===== src/rtl/halt_watchdog.sv =====
// Multi-channel run watchdog: each channel counts cycles from arm until a halt
// rising edge (DONE) or until TIMEOUT cycles elapse (TMO).
module halt_watchdog #(
    parameter int NUM_CH  = 4,
    parameter int CNT_W   = 20,
    parameter int TIMEOUT = 600000
) (
    input  logic                      clk,
    input  logic                      RST_n,
    input  logic [NUM_CH-1:0]         arm,
    input  logic [NUM_CH-1:0]         clr,
    input  logic [NUM_CH-1:0]         halt,
    output logic [NUM_CH-1:0]         busy,
    output logic [NUM_CH-1:0]         done,
    output logic [NUM_CH-1:0]         tmo,
    output logic [NUM_CH*CNT_W-1:0]   cyc_cnt,
    output logic                      all_done,
    output logic                      any_tmo,
    output logic [2*NUM_CH-1:0]       o_dbg_state
);

    localparam logic [1:0] ST_IDLE = 2'd0;
    localparam logic [1:0] ST_RUN  = 2'd1;
    localparam logic [1:0] ST_DONE = 2'd2;
    localparam logic [1:0] ST_TMO  = 2'd3;

    localparam logic [CNT_W-1:0] TERM_CNT = CNT_W'(TIMEOUT - 1);
    localparam logic [CNT_W-1:0] TMO_CNT  = CNT_W'(TIMEOUT);

    if (CNT_W < $clog2(TIMEOUT + 1)) begin : g_bad_cnt_w
        $error("halt_watchdog: CNT_W too narrow to hold TIMEOUT");
    end
    if (NUM_CH < 1 || NUM_CH > 32) begin : g_bad_num_ch
        $error("halt_watchdog: NUM_CH must be within 1..32");
    end
    if (TIMEOUT < 2) begin : g_bad_timeout
        $error("halt_watchdog: TIMEOUT must be at least 2");
    end

    logic [NUM_CH-1:0] w_finished;

    for (genvar i = 0; i < NUM_CH; i++) begin : g_ch
        logic [1:0]       r_state;
        logic [CNT_W-1:0] r_cnt;
        logic             r_halt_q;
        logic             w_halt_edge;

        assign w_halt_edge = halt[i] & ~r_halt_q;

        // halt_q samples in every state so a level already high at arm never
        // looks like a fresh edge.
        always_ff @(posedge clk or negedge RST_n) begin
            if (!RST_n) begin
                r_state  <= ST_IDLE;
                r_cnt    <= '0;
                r_halt_q <= 1'b0;
            end else begin
                r_halt_q <= halt[i];
                if (clr[i]) begin
                    r_state <= ST_IDLE;
                    r_cnt   <= '0;
                end else if (arm[i]) begin
                    r_state <= ST_RUN;
                    r_cnt   <= '0;
                end else if (r_state == ST_RUN) begin
                    if (w_halt_edge) begin
                        r_state <= ST_DONE;
                    end else if (r_cnt == TERM_CNT) begin
                        r_state <= ST_TMO;
                        r_cnt   <= TMO_CNT;
                    end else begin
                        r_cnt <= r_cnt + 1'b1;
                    end
                end
            end
        end

        assign busy[i]                       = (r_state == ST_RUN);
        assign done[i]                       = (r_state == ST_DONE);
        assign tmo[i]                        = (r_state == ST_TMO);
        assign cyc_cnt[i*CNT_W +: CNT_W]     = r_cnt;
        assign o_dbg_state[2*i +: 2]         = r_state;
        assign w_finished[i]                 = (r_state == ST_DONE) || (r_state == ST_TMO);
    end

    assign all_done = &w_finished;
    assign any_tmo  = |tmo;

endmodule

===== config.mk =====
export PLATFORM = sky130hd
export DESIGN_NAME = halt_watchdog
export DESIGN_NICKNAME = d
export VERILOG_FILES = /design/src/rtl/halt_watchdog.sv
export SDC_FILE = /design/constraint.sdc
export NUM_CORES = 1
export LEC_CHECK = 0
export BUFFER_PORTS_ARGS = -buffer_cell sky130_fd_sc_hd__buf_4
export CAP_MARGIN = 20
export CORE_MARGIN = 2
export CORE_UTILIZATION = 55
export DETAILED_ROUTE_END_ITERATION = 8
export HOLD_SLACK_MARGIN = 0.06
export PLACE_DENSITY = 0.87
export SLEW_MARGIN = 30
export SYNTH_ARGS = -nofsm -noshare
export SYNTH_HDL_FRONTEND = slang
export SYNTH_SLANG_ARGS = --single-unit

===== constraint.sdc =====
create_clock -name clk -period 3.4 [get_ports clk]
set_clock_uncertainty 0.2 [all_clocks]
set_input_delay 0.17 -clock clk [delete_from_list [all_inputs] [get_ports clk]]
set_output_delay 0.17 -clock clk [all_outputs]
set_load 0.05 [all_outputs]

Word level (Yosys, flattened, before mapping)
Index checks and enable logic that the tools add are counted.
W data, S select, Z words.
{"block": "op_classes", "n_bitwise": 8, "addsub": 4, "n_mux": 40, "eq_ne": 20, "reduce_logical": 22}
{"cell": "$mux W20", "count": 20}
{"cell": "$add A20 B1 Y20 const B", "count": 4}
{"cell": "$eq A20 B20 Y1 const B", "count": 4}
{"cell": "$mux W2", "count": 20}
{"cell": "$eq A2 B2 Y1 const B", "count": 8}
{"cell": "$reduce_and A2 Y1", "count": 8}
{"cell": "$reduce_bool A4 Y1", "count": 4}
{"cell": "$ne A3 B3 Y1 const B", "count": 4}
{"cell": "$reduce_bool A3 Y1", "count": 4}
{"cell": "$eq A2 B1 Y1 const B", "count": 4}
{"cell": "$and A1 B1 Y1", "count": 4}
{"cell": "$logic_or A1 B1 Y1", "count": 4}
{"cell": "$not A1 Y1", "count": 4}
{"cell": "$reduce_and A4 Y1", "count": 1}
{"cell": "$reduce_or A4 Y1", "count": 1}
{"block": "totals", "elab_cells": 106, "reg_bits": 92, "input_bits": 14, "output_inout_bits": 102}

Longest topological paths before layout
Gate-level depths: netlist of run 1.
{"block": "logic_depth", "ltp_word": 6, "depth_mapped": 7, "ltp_nobuf": 6}

Worst setup path before layout of run 1
OpenSTA, ideal clock, no wires.
{"block": "synth_timing", "path_kind": "reg-to-reg", "from": "register g_ch[2].r_state[0]", "to": "register g_ch[2].r_cnt[16]", "synth_period_minus_slack_ns": 2.769, "path_buffers": 0, "required_time_ns": 3.101, "path_stages_with_launch": 6, "arrival_ns": 2.470, "setup_ns": 0.099, "setup_slack_ns": 0.631, "path_cell_list": "dfrtp_1 > nor2b_1 > nand2_1 > nor2_1 > a31oi_1 > a311oi_1"}
{"block": "synth_via", "elab_chain_len": 3}
{"element": "start, declared", "line": "43", "text": "logic [1:0] r_state;"}
{"element": "start signal, assigned", "line": "54", "text": "r_state <= ST_IDLE;"}
{"element": "start signal, assigned", "line": "60", "text": "r_state <= ST_IDLE;"}
{"element": "start signal, assigned", "line": "63", "text": "r_state <= ST_RUN;"}
{"element": "$eq A2 B1 Y1"}
{"element": "named net busy[2]", "line": "13", "text": "output logic [NUM_CH-1:0] busy,"}
{"element": "$reduce_bool A3 Y1 (no line)"}
{"element": "$reduce_and A2 Y1 (no line)"}
{"element": "end signal, assigned", "line": "72", "text": "r_cnt <= r_cnt + 1'b1;"}
{"element": "end, declared", "line": "44", "text": "logic [CNT_W-1:0] r_cnt;"}
The timed path passes the listed nets, and every way through them passes these cells.
A chain may end at the register's enable or synchronous reset.

Worst setup path after layout of run 1
{"block": "layout_timing", "from": "register g_ch[3].r_cnt[11]", "to": "register g_ch[3].r_cnt[5]"}
{"block": "layout_via", "elab_chain_len": 6}
{"element": "start, declared", "line": "44"}
{"element": "start signal, assigned", "line": "72"}
{"element": "$eq A20 B20 Y1", "line": "68", "text": "end else if (r_cnt == TERM_CNT) begin"}
{"element": "$mux W20", "line": "68"}
{"element": "$mux W20", "line": "66", "text": "if (w_halt_edge) begin"}
{"element": "$mux W20", "line": "65", "text": "end else if (r_state == ST_RUN) begin"}
{"element": "$mux W20", "line": "62", "text": "end else if (arm[i]) begin"}
{"element": "$mux W20", "line": "59", "text": "if (clr[i]) begin"}
No other way between the ends. The select of a mux whose other input is x is not followed.

==> results of run 1 <==
-- metal layers --
metal  up-vias  GRT usage (%)
met3        27           4.76
li1       2485              -
met4         0           11.3
met5         -              0
met2       263           44.6
met1      2604           40.1
-- report_power, final --
part	leakage (nW)	internal (mW)	switching, mW
sequential	1.27	1.10	0.0115
clock	0.0987	0.359	0.395
combinational	1.54	0.0660	0.150
-- worst max-delay path by stage --
stage	start	end	slack, ps	depth (start not counted)
floorplan	g_ch[2].r_state[0]$_DFFE_PN0P_	g_ch[2].r_cnt[16]$_DFFE_PN0P_	630	5
global placement	g_ch[3].r_cnt[11]$_DFFE_PN0P_	g_ch[3].r_cnt[5]$_DFFE_PN0P_	890	5
detailed placement	g_ch[3].r_cnt[11]$_DFFE_PN0P_	g_ch[3].r_cnt[5]$_DFFE_PN0P_	850	5
CTS	g_ch[3].r_cnt[11]$_DFFE_PN0P_	g_ch[3].r_cnt[5]$_DFFE_PN0P_	830	5
global route	g_ch[1].r_cnt[0]$_DFFE_PN0P_	g_ch[1].r_cnt[18]$_DFFE_PN0P_	690	6
finish	g_ch[3].r_cnt[11]$_DFFE_PN0P_	g_ch[3].r_cnt[5]$_DFFE_PN0P_	820	5
-- cell families after synthesis --
kind of cell	after synthesis	share of synthesized area [%]
and+or+nand+nor	294	31.4
AOI/OAI and AO/OA	144	17.6
DFF	92	43.8
buffers and inverters	33	2.36
xor gates and xnor gates	17	2.84
muxes	5	0.977
adders and majority gates	4	0.953
-- layout make-up --
type | instances | area (um^2) | area share, %
multi-input combinational | 464 | 2830 | 42.7
timing repair buffer | 137 | 1070 | 16.1
tap | 129 | 161 | 2.44
clock inverter | 5 | 60.1 | 0.907
inverter | 17 | 63.8 | 0.964
sequential | 92 | 2300 | 34.8
clock buffer | 10 | 138 | 2.08
-- placed cells by master, fill, tap and decap left out, types with 9 or more instances in the layout --
cell and instances:
buf_4 121, dfrtp_1 92, nor2_1 57, o21ai_0 45
nand2_1 43, a21oi_1 37, nand3_1 28, and3_1 26
nand4_1 23, nor3_1 17, inv_1 17, dlygate4sd3_1 16
xor2_1 14, nor2b_1 11, or4_1 11, nor4_1 11
and4_1 10, o21a_1 10, clkbuf_8 10, a32o_1 9
-- per-stage QoR --
step	hold WS (ps)	setup WS, ps
3_5_place_dp	92.6	849
6_report	119	821
2_1_floorplan	-326	631
4_1_cts	91.7	832
3_3_place_gp	86.5	893
5_1_grt	105	695
-- registers in the layout, indices dropped and copies added, names as in the netlist --
| signal | cells |
|---|---|
| g_ch.r_cnt | 80 |
| g_ch.r_halt_q | 4 |
| g_ch.r_state | 8 |
-- critical path, stage by stage, from the launching register on --
cell and delay (ps):
dfrtp_1 460, or4b_1 580, or4_4 600, o21a_1 280, and3_1 190, a31o_1 180
==> flow_summary_export.csv, run 1 <==
group,metric,value,unit
finish,area_growth,26.0,%
floorplan,die_x,102,um
sta,drv_slew,0,
pwr,ir_drop,0.000252,V
grt,grt_max_degree,64,
sta,layout_min_cycle_time,2580,ps
floorplan,ioPinCount,116,
cts,cts_buffers,9,
routing,top_layer,"met4",
synthesis,synth_edf_count,0,
synthesis,yosysMostFrequentCell,"dfrtp_1",
finish,design_area,6620,um^2
finish,num-nets-final,739,
floorplan,dieArea,10300,um^2
floorplan,initial_core_util,56.8,%
finish,postLayoutCoreUtil,71.6,%
sta,slew_headroom,46.1,%
grt,antenna_found_initial,0,
sta,timing.setup.tns,0,ps
routing,antenna_left,0,
min_path,holdCritStartpoint,"arm[1]",
grt,grt_pass1_wl,24000,um
floorplan,core-area,9240,um^2
worst_setup_path,reg2reg_from,"g_ch[3].r_cnt[11]$_DFFE_PN0P_",
worst_setup_path,worstPathRequired,3460,ps
routing,route.detailed.drc,0,
status,outcome,"finished, final reports clean",
routing,wirelength,14400,um
floorplan,die_y,102,um
synthesis,ys_seq_area_share,43.8,%
synthesis,syn_inst,589,
synthesis,ys_top_cells_by_count,"dfrtp_1, nor2_1, o21ai_0, nand2_1, a21oi_1",
synthesis,synth_area_leaders,"dfrtp_1, o21ai_0, nor2_1",
synthesis,synth_area_per_cell,8.92,um^2
worst_setup_path,critPathMaxFanout,8,
finish,drive_gt1_share,22.1,%
finish,antenna_cells,0,
cts,clkLatencyLatePin,360,ps
placed_design,port_buffers,115,
routing,vias,5379,
flow_run,drv_cap,0,
finish,fill_cells,702,
sta,hold_viol,0,
worst_setup_path,start_kind,"register",
sta,setup_viol,0,
routing,vias_per_cell,6.30,
synthesis,synth_flop_cell,"dfrtp_1",
cts,clock_sinks,92,
synthesis,syn_nets,607,
routing,route.met3.wl,1150,um
placed_design,routabilityCongestion,0.933,
cts,postCtsHoldBufs,16,
pwr,p_per_area,315,nW/um^2
grt,overflow,0,
min_path,hold_path_depth,3,
grt,grt.total_usage,28.6,%
cts,ctsHtreeMaxLevel,3,
sta,rsz0062_at_grt,"false",
sta,period_share,75.9,%
cts,cts_setup_buffers,0,
worst_setup_path,r2r_cells,5,
grt,grt_pass1_vias,4948,
worst_setup_path,critPathKind,"reg2reg",
sta,fmax,388,MHz
synthesis,yosys.area.top_type,"dfrtp_1",
routing,wl_met2,6980,um
routing,wl_met1,6060,um
routing,wl_per_cell,16.9,um
placed_design,dp_cells,823,
min_path,hold_end,"g_ch[1].r_cnt[14]$_DFFE_PN0P_",
synthesis,synth_top_area_share,43.8,%
min_path,hold_path_class,"in2reg",
routing,drt-initial-drc-count,279,
cts,cts_tree,"done",
floorplan,num_rows,35,
synthesis,synthArstFlopShare,100,%
worst_setup_path,rr_endpoint,"g_ch[3].r_cnt[5]$_DFFE_PN0P_",
cts,root_buffer,"clkbuf_8",
routing,first_pass_iters,5,
worst_setup_path,arrival,2640,ps
pwr,p_total,2.08,mW
placed_design,place_hpwl,10200,um
synthesis,ys_ff_latch,92,
finish,layout.cells.non_filler,854,
worst_setup_path,reg2reg_slack,820,ps
cts,path_clk_slew,90,ps
worst_setup_path,endpoint_kind,"register",
cts,cts_resized,0,
cts,cts_max_path_buffers,2,
sta,worst_slew_pin_slew,802,ps
synthesis,ys_types,60,
placed_design,placed_area,6260,um^2
synthesis,syn_area,5250,um^2
pwr,p_leak,2.91,nW
synthesis,yosys_warnings,0,
No activity file was read; power rests on OpenSTA's default activity.
==> run 2: changes to the inputs <==
==> constraint.sdc (replaced) <==
create_clock -name clk -period 2.6 [get_ports clk]
set_clock_uncertainty 0.2 [all_clocks]
set_input_delay 0.13 -clock clk [delete_from_list [all_inputs] [get_ports clk]]
set_output_delay 0.13 -clock clk [all_outputs]
set_load 0.05 [all_outputs]
==> flow_summary_export.csv, run 2 (same netlist as run 1, synthesis figures left out) <==
group,metric,value,unit
status,outcome,"finished, final reports clean",
grt,grt_max_degree,51,
routing,top_layer,"met4",
pwr,intPower,2.23,mW
routing,antenna_left,0,
cts,path_clk_slew,90,ps
finish,final_cell_mix,"buf_4, dfrtp_1, nor2_1",
sta,setup_viol,0,
routing,wl_met1,6270,um
finish,num-nets-final,752,
floorplan,num_rows,35,
cts,cts_tree,"done",
floorplan,ioPinCount,116,
min_path,hold_path_class,"in2reg",
finish,layout_commonest_cell,"buf_4",
worst_setup_path,crit_buf_inv,0,
routing,wl_per_cell,18.4,um
sta,slew_headroom,50.5,%
cts,root_buffer,"clkbuf_8",
finish,area_growth,29.7,%
worst_setup_path,worstPathCellList,"or4b_2, or4_4, o21a_2, and3_1, a31o_1",
routing,route.met3.wl,1370,um
grt,antenna_found_initial,0,
floorplan,die_y,102,um
sta,drv_slew,0,
worst_setup_path,arrival,2600,ps
worst_setup_path,critPathKind,"reg2reg",
worst_setup_path,cp_slowest_cell,"or4b_2",
finish,reg_top3,"g_ch.r_cnt x80, g_ch.r_state x8, g_ch.r_halt_q x4",
worst_setup_path,cp.depth,5,
finish,antenna_cells,0,
grt,grt_pass1_vias,5250,
sta,period_share,98.5,%
worst_setup_path,endpoint_kind,"register",
floorplan,core-area,9240,um^2
sta,worst_slew_pin_slew,739,ps
sta,whs,81.3,ps
pwr,seqPwrFrac,48.7,%
routing,first_pass_iters,5,
worst_setup_path,critPathMaxStageDelay,650,ps
finish,largest_register_ffs,80,
placed_design,port_buffers,115,
worst_setup_path,start_kind,"register",
pwr,switchingPower,0.759,mW
cts,cts_setup_buffers,0,
floorplan,dieArea,10300,um^2
worst_setup_path,critical_path.startpoint,"g_ch[3].r_cnt[14]$_DFFE_PN0P_",
worst_setup_path,worstSetupEndpoint,"g_ch[3].r_cnt[5]$_DFFE_PN0P_",
pwr,p_leak,2.99,nW
finish,fill_cells,659,
worst_setup_path,worstPathRequired,2640,ps
finish,drive_gt1_share,24.8,%
cts,clock_sinks,92,
grt,overflow,0,
finish,design_area,6810,um^2
floorplan,die_x,102,um
routing,wirelength,15900,um
pwr,p_sw_share,25.4,%
sta,layout_min_cycle_time,2560,ps
routing,vias,5523,
pwr,clockPowerShare,41.3,%
grt,grt.total_usage,31.4,%
worst_setup_path,reg2reg_slack,40,ps
worst_setup_path,rr_endpoint,"g_ch[3].r_cnt[5]$_DFFE_PN0P_",
routing,wl_met2,7930,um
sta,fmax,391,MHz
pwr,p_comb_share,10.0,%
placed_design,placed_area,6380,um^2
finish,regMostFlops,"g_ch.r_cnt",
placed_design,routabilityCongestion,0.986,
pwr,ir_drop,0.000473,V
flow_run,drv_cap,0,
routing,vias_per_cell,6.36,
routing,route.detailed.drc,0,
sta,hold_viol,0,
worst_setup_path,critPathMaxFanout,8,
pwr,p_per_area,439,nW/um^2
min_path,holdCritStartpoint,"arm[1]",
routing,drt-initial-drc-count,326,
worst_setup_path,cp_top_family,"simple AND/OR/NAND/NOR gates",
worst_setup_path,reg2reg_from,"g_ch[3].r_cnt[14]$_DFFE_PN0P_",
sta,timing.setup.tns,0,ps
cts,ctsHtreeMaxLevel,3,
sta,rsz0062_at_grt,"false",
cts,clkLatencyLatePin,360,ps
placed_design,place_hpwl,10800,um
cts,cts_max_path_buffers,2,
worst_setup_path,r2r_cells,5,
cts,cts_buffers,9,
grt,grt_pass1_wl,26000,um
floorplan,initial_core_util,56.8,%
run 2: changes by cell type in the layout (fill, tap and decap cells not counted), sizes merged:
cell | previous run | this run
buf | 121 | 134
bufinv | 1 | 3
clkinv | 2 | 0
clkbuf | 10 | 11
clkinvlp | 1 | 2
inv | 18 | 17
run 2: worst min-delay path by stage:
stage / end / slack (ps) / cells after the start
3_3_place_gp: g_ch[3].r_cnt[8]$_DFFE_PN0P_ / -150 / 1
5_1_grt: g_ch[1].r_cnt[18]$_DFFE_PN0P_ / 70 / 3
2_1_floorplan: g_ch[0].r_cnt[0]$_DFFE_PN0P_ / -370 / 0
4_1_cts: g_ch[1].r_cnt[5]$_DFFE_PN0P_ / 70 / 3
3_5_place_dp: g_ch[3].r_cnt[7]$_DFFE_PN0P_ / -140 / 1
6_report: g_ch[1].r_cnt[5]$_DFFE_PN0P_ / 80 / 3
run 2: repair_timing:
action | 4_1_cts | 5_1_grt
endpoints found under the hold margin | 123 | 0
endpoints found under the setup margin | 0 | 4
gates resized for setup | 0 | 3
hold buffers | 17 | 0
run 2: layer usage:
| layer | vias up | GRT usage [%] |
|---|---|---|
| met5 | - | 0 |
| met4 | 0 | 9.67 |
| met3 | 47 | 6.35 |
| met2 | 333 | 51.2 |
| met1 | 2636 | 42.4 |
| li1 | 2507 | - |
run 2: worst register-to-register path, delay by kind of cell (launching register included):
| kind | cells | cell delay (ps) |
|---|---|---|
| AND/OR/NAND/NOR | 3 | 1340 |
| flip-flops | 1 | 460 |
| AO/OA/AOI/OAI | 2 | 460 |
run 2: power by group through the flow:
stage	Clock [mW]	Sequential (mW)	Combinational, mW
floorplan	0	1.51	0.119
global placement	0	1.48	0.266
detailed placement	0	1.48	0.270
CTS	1.25	1.46	0.295
global route	1.31	1.46	0.322
finish	1.24	1.46	0.299
run 2: final cells by class:
class	instances	area [um^2]	share of cell area (%)
Sequential cell	92	2310	33.9
Clock buffer	11	151	2.22
Clock inverter	5	106	1.56
Tap cell	129	161	2.37
Inverter	17	67.6	0.992
Multi-Input combinational cell	464	2840	41.7
Timing Repair Buffer	150	1180	17.3
run 2: metrics by stage:
step	worst slack (ps)	total power [mW]	cells	util [%]
global placement	102	1.75	835	69.0
detailed placement	70.2	1.75	835	69.0
floorplan	7.52	1.63	589	-
global route	6.81	3.09	868	73.7
CTS	39.4	3.00	868	73.6
finish	39.4	2.99	868	73.7
